File: config.mk
export PLATFORM = sky130hd
export DESIGN_NAME = modexp_ctrl
export DESIGN_NICKNAME = d
export VERILOG_FILES = /design/src/rtl/modexp_ctrl.sv
export SDC_FILE = /design/constraint.sdc
export NUM_CORES = 2
export LEC_CHECK = 0
export CAP_MARGIN = 25
export CORE_UTILIZATION = 55
export CTS_CLUSTER_SIZE = 10
export DETAILED_ROUTE_END_ITERATION = 6
export DONT_BUFFER_PORTS = 1
export PLACE_DENSITY = 0.79
export SLEW_MARGIN = 20
export SYNTH_ARGS = -nofsm -noshare
export SYNTH_HDL_FRONTEND = slang
export SYNTH_SLANG_ARGS = --single-unit
File: constraint.sdc
create_clock -name clk -period 146.5 [get_ports clk]
set_input_delay 14.65 -clock clk [delete_from_list [all_inputs] [get_ports clk]]
set_output_delay 14.65 -clock clk [all_outputs]
set_load 0.05 [all_outputs]
File: src/rtl/modexp_ctrl.sv
`default_nettype none
// ============================================================================
// Module      : modexp_ctrl
// Description : Constant-time right-to-left square-and-multiply modular
//               exponentiation controller sharing one 2W-by-W reduction unit.
// Revision    : 1.0 - initial release
// ============================================================================
module modexp_ctrl #(
    parameter int WIDTH = 16
) (
    input  logic             clk,
    input  logic             rst_n,
    input  logic             start,
    input  logic [WIDTH-1:0] base,
    input  logic [WIDTH-1:0] exponent,
    input  logic [WIDTH-1:0] modulus,
    output logic             busy,
    output logic             done,
    output logic             error,
    output logic [WIDTH-1:0] result
);

    localparam int c_idx_w = (WIDTH > 1) ? $clog2(WIDTH) : 1;
    localparam logic [c_idx_w-1:0] c_last_idx = c_idx_w'(WIDTH - 1);

    typedef enum logic [2:0] {
        S_IDLE = 3'd0,
        S_INIT = 3'd1,
        S_MUL  = 3'd2,
        S_SQR  = 3'd3,
        S_FIN  = 3'd4
    } state_t;

    state_t             r_state;
    logic [WIDTH-1:0]   r_b;
    logic [WIDTH-1:0]   r_r;
    logic [WIDTH-1:0]   r_e;
    logic [WIDTH-1:0]   r_n;
    logic [c_idx_w-1:0] r_i;
    logic               r_zero_pend;

    logic [2*WIDTH-1:0] w_r_ext;
    logic [2*WIDTH-1:0] w_b_ext;
    logic [2*WIDTH-1:0] w_dividend;
    logic [WIDTH-1:0]   w_red;

    // Restoring long division; the partial remainder stays below the divisor,
    // so one conditional subtract per dividend bit is exact for any operands.
    function automatic logic [WIDTH-1:0] f_reduce(
        input logic [2*WIDTH-1:0] num,
        input logic [WIDTH-1:0]   den
    );
        logic [WIDTH:0] rem;
        rem = '0;
        for (int k = 2*WIDTH-1; k >= 0; k--) begin
            rem = {rem[WIDTH-1:0], num[k]};
            if (rem >= {1'b0, den}) begin
                rem = rem - {1'b0, den};
            end
        end
        return rem[WIDTH-1:0];
    endfunction

    assign w_r_ext = {{WIDTH{1'b0}}, r_r};
    assign w_b_ext = {{WIDTH{1'b0}}, r_b};

    always_comb begin
        w_dividend = w_b_ext;
        case (r_state)
            S_MUL:   w_dividend = w_r_ext * w_b_ext;
            S_SQR:   w_dividend = w_b_ext * w_b_ext;
            default: w_dividend = w_b_ext;
        endcase
    end

    assign w_red = f_reduce(w_dividend, r_n);

    always_ff @(posedge clk or negedge rst_n) begin
        if (!rst_n) begin
            r_state     <= S_IDLE;
            r_b         <= '0;
            r_r         <= '0;
            r_e         <= '0;
            r_n         <= '0;
            r_i         <= '0;
            r_zero_pend <= 1'b0;
            busy        <= 1'b0;
            done        <= 1'b0;
            error       <= 1'b0;
            result      <= '0;
        end else begin
            done  <= 1'b0;
            error <= 1'b0;
            case (r_state)
                S_IDLE: begin
                    // A zero modulus completes with error one cycle after accept.
                    if (r_zero_pend) begin
                        done        <= 1'b1;
                        error       <= 1'b1;
                        result      <= '0;
                        r_zero_pend <= 1'b0;
                    end
                    if (start) begin
                        r_b <= base;
                        r_e <= exponent;
                        r_n <= modulus;
                        if (modulus != '0) begin
                            busy    <= 1'b1;
                            r_state <= S_INIT;
                        end else begin
                            r_zero_pend <= 1'b1;
                        end
                    end
                end
                S_INIT: begin
                    r_b     <= w_red;
                    r_r     <= (r_n == WIDTH'(1)) ? '0 : WIDTH'(1);
                    r_i     <= '0;
                    r_state <= S_MUL;
                end
                S_MUL: begin
                    if (r_e[r_i]) begin
                        r_r <= w_red;
                    end
                    r_state <= S_SQR;
                end
                S_SQR: begin
                    r_b <= w_red;
                    if (r_i == c_last_idx) begin
                        r_state <= S_FIN;
                    end else begin
                        r_i     <= r_i + 1'b1;
                        r_state <= S_MUL;
                    end
                end
                S_FIN: begin
                    result  <= r_r;
                    done    <= 1'b1;
                    busy    <= 1'b0;
                    r_state <= S_IDLE;
                end
                default: r_state <= S_IDLE;
            endcase
        end
    end

endmodule
`default_nettype wire

==> flow_summary.yaml <==
run_status:
  status: "finished clean"
clock_tree:
  clk_latency_ps: 360
  clockRootBuffer: "clkbuf_16"
  htreeDepth: 3
  cts_tree: "built"
  cts_setup_buffers: 0
  cts_buffer_depth: 2
  post_cts_resized: 0
  cts_hold_buffers: 0
  cts_sinks: 91
  clk_pin_slew_ps: 70
  numCtsBuffers: 9
setup_path:
  rr_startpoint: "r_b[6]"
  crit_slowest_cell: "a21oi_1"
  cpPeakStageDelay_ps: 810
  r2r_end: "r_b[8]"
  crit_path_start_kind: "flop"
  arrival_ps: 132010
  worstSetupPathType: "reg -> reg"
  rr_worst_depth: 601
  ff2ff_setup_slack_ps: 14720
  cp.required_ps: 146730
  cp-end-kind: "flop"
  crit_fanout: 27
  crit_path_frequent_cell: "a21o_1"
timing:
  drv_slew: 0
  slew_headroom_pct: 21.3
  tightest_slew_ps: 1170
  skew_ps: 6.63
  setup_viol: 0
  rsz0062_at_grt: "false"
  hold_violations: 0
  fmax_mhz: 7.59
  fin_crit_sh_pct: 90.0
  fin_setup_tns_ps: 0
  period_minus_slack_ps: 131780
synthesis:
  synth.cell_area_um2: 47700
  synthArstFlopShare_pct: 100
  synth.most_common_cell: "ha_1"
  synth_seq_cells: 91
  syn_inst: 5870
  synth_area_per_cell_um2: 8.12
  synth_common_cells: "ha_1, inv_1, nand2_1"
  ys.flop_type: "dfrtp_1"
  seq_area_frac_synth_pct: 4.78
  yosysTopAreaCell: "ha_1"
  synth.area.top_cells: "ha_1, fa_1, mux2_2"
  synth.top_cell.area_share_pct: 18.5
  synth.distinct_cells: 126
  synth_nets: 7016
  synth_edf_count: 0
  yosysWarnings: 0
finish:
  nets: 6921
  areaGrowthSynthToFinish_pct: 3.02
  drive_gt1_share_pct: 7.58
floorplan:
  start_util_pct: 55.7
  rows: 107
  core_area_um2: 85500
  ios: 70
  die-area_um2: 87800
  fp.dieH_um: 296
  die_w_um: 296
placed_design:
  post-dp-hpwl_mm: 112
  gp_congestion: 1.00
  port_buffers: 0
min_path:
  hp-class: "reg -> reg"
  whs_path_depth: 1
  holdPathEnd: "r_e[10]"
  hp-start: "r_e[10]"
detailed_routing:
  wirelength_mm: 142
  via_count: 43395
  via_per_inst: 6.27
  drtIter0Drc: 3348
  drt_pre_antenna_iters: 6
  antenna_left: 0
  wl_per_cell_um: 20.5
  drc_errors: 0
global_routing:
  grt_start_max_net_pins: 92
  grtUsageTotal_pct: 32.1
  grt_pass1_vias: 43087
  gr-total-overflow: 0
  antenna_found_initial: 0
  grt_pass1_wl_mm: 225
flow_run:
  maxCapViolations: 0
per-stage QoR:
step / instances / utilization (%) / area [um2] / hold WS [ps] / setup WS [ps]
2_1_floorplan: 5870 / - / 47700 / 475 / 30140
3_3_place_gp: 6907 / 57.1 / 48800 / 486 / 21200
3_5_place_dp: 6908 / 57.1 / 48800 / 494 / 17130
4_1_cts: 6924 / 57.4 / 49100 / 509 / 16640
5_1_grt: 6924 / 57.4 / 49100 / 520 / 4790
6_report: 6925 / 57.4 / 49100 / 508 / 14720
final cells by class:
type	instances	area [um2]
multi-input cells	4911	42000
fillers	7622	36500
inverters	697	2620
flip-flops and latches	91	2280
well taps	1144	1430
repair buffers	65	485
clock buffers	9	225
clock inverters	7	58.8
diodes	1	2.50
sequential cells by signal, indices dropped and copies added, names as in the netlist:
name	flops
r_n	16
busy	1
result	16
r_e	16
done	1
r_b	16
r_state	3
r_i	4
error	1
r_zero_pend	1
r_r	16
worst max-delay path, delay by kind of cell, from the launching register on:
kind	cells	cell delay [ps]
AOI/OAI and AO/OA	396	82570
and+or+nand+nor	108	19530
muxes	31	13240
adders and majority gates	40	12700
buffers and inverters	26	2780
DFF	1	680
logic make-up (layout without fill, tap and decap cells):
family                     count (synthesis)  after routing  share of synthesized area [%]
AOI/OAI and AO/OA                       1460           1460                           20.8
xor gates and xnor gates                 437            437                           8.03
buffers and inverters                    868            778                           7.14
muxes                                    329            329                           7.74
other                                      0              1                              0
adders and majority gates               1095           1095                           34.9
and+or+nand+nor                         1590           1590                           16.7
DFF                                       91             91                           4.78
metal layers:
metal / up-vias / global-route usage [%] / part of all wire, %
met4: 0 / 14.1 / 4.7
met2: 1846 / 52.8 / 46
met5: - / 0 / 0
met3: 420 / 5.12 / 8.4
li1: 20290 / - / -
met1: 20839 / 41.5 / 41
cell usage in the layout, fill, tap and decap left out, types with 15 or more instances in the layout:
cell      count
a211o_1      21
a211oi_1     43
a21boi_0     35
a21o_1      345
a21oi_1     316
a22o_1       25
a22oi_1      15
a31oi_1      32
and2_1      207
and3_1       18
buf_4        64
dfrtp_1      88
fa_1        389
ha_1        706
inv_1       680
inv_2        16
mux2_2      234
mux2i_1      77
nand2_1     584
nand2b_1     88
nand3_1      64
nand4_1     116
nor2_1      238
nor2b_1      87
nor3_1       64
nor4_1       37
o211ai_1     25
o21a_1       50
o21ai_0     270
o21ai_1      32
o21bai_1     46
o221ai_1     16
o22ai_1      21
o31ai_1      17
or3_1        19
xnor2_1     228
xor2_1      209
how the worst max path moves through the flow:
stage          startpoint     end  slack (ps)  cells after the start
5_1_grt            r_b[6]  r_b[7]        4790                    604
6_report           r_b[6]  r_b[8]       14720                    601
3_3_place_gp       r_b[6]  r_b[8]       21200                    604
4_1_cts            r_b[6]  r_b[8]       16640                    604
3_5_place_dp       r_b[6]  r_b[8]       17130                    601
2_1_floorplan     r_b[15]  r_r[0]       30140                    637
Power is left out: the tool's default activity adds up to more than one toggle a clock period on the data nets, which glitch-free logic cannot reach.
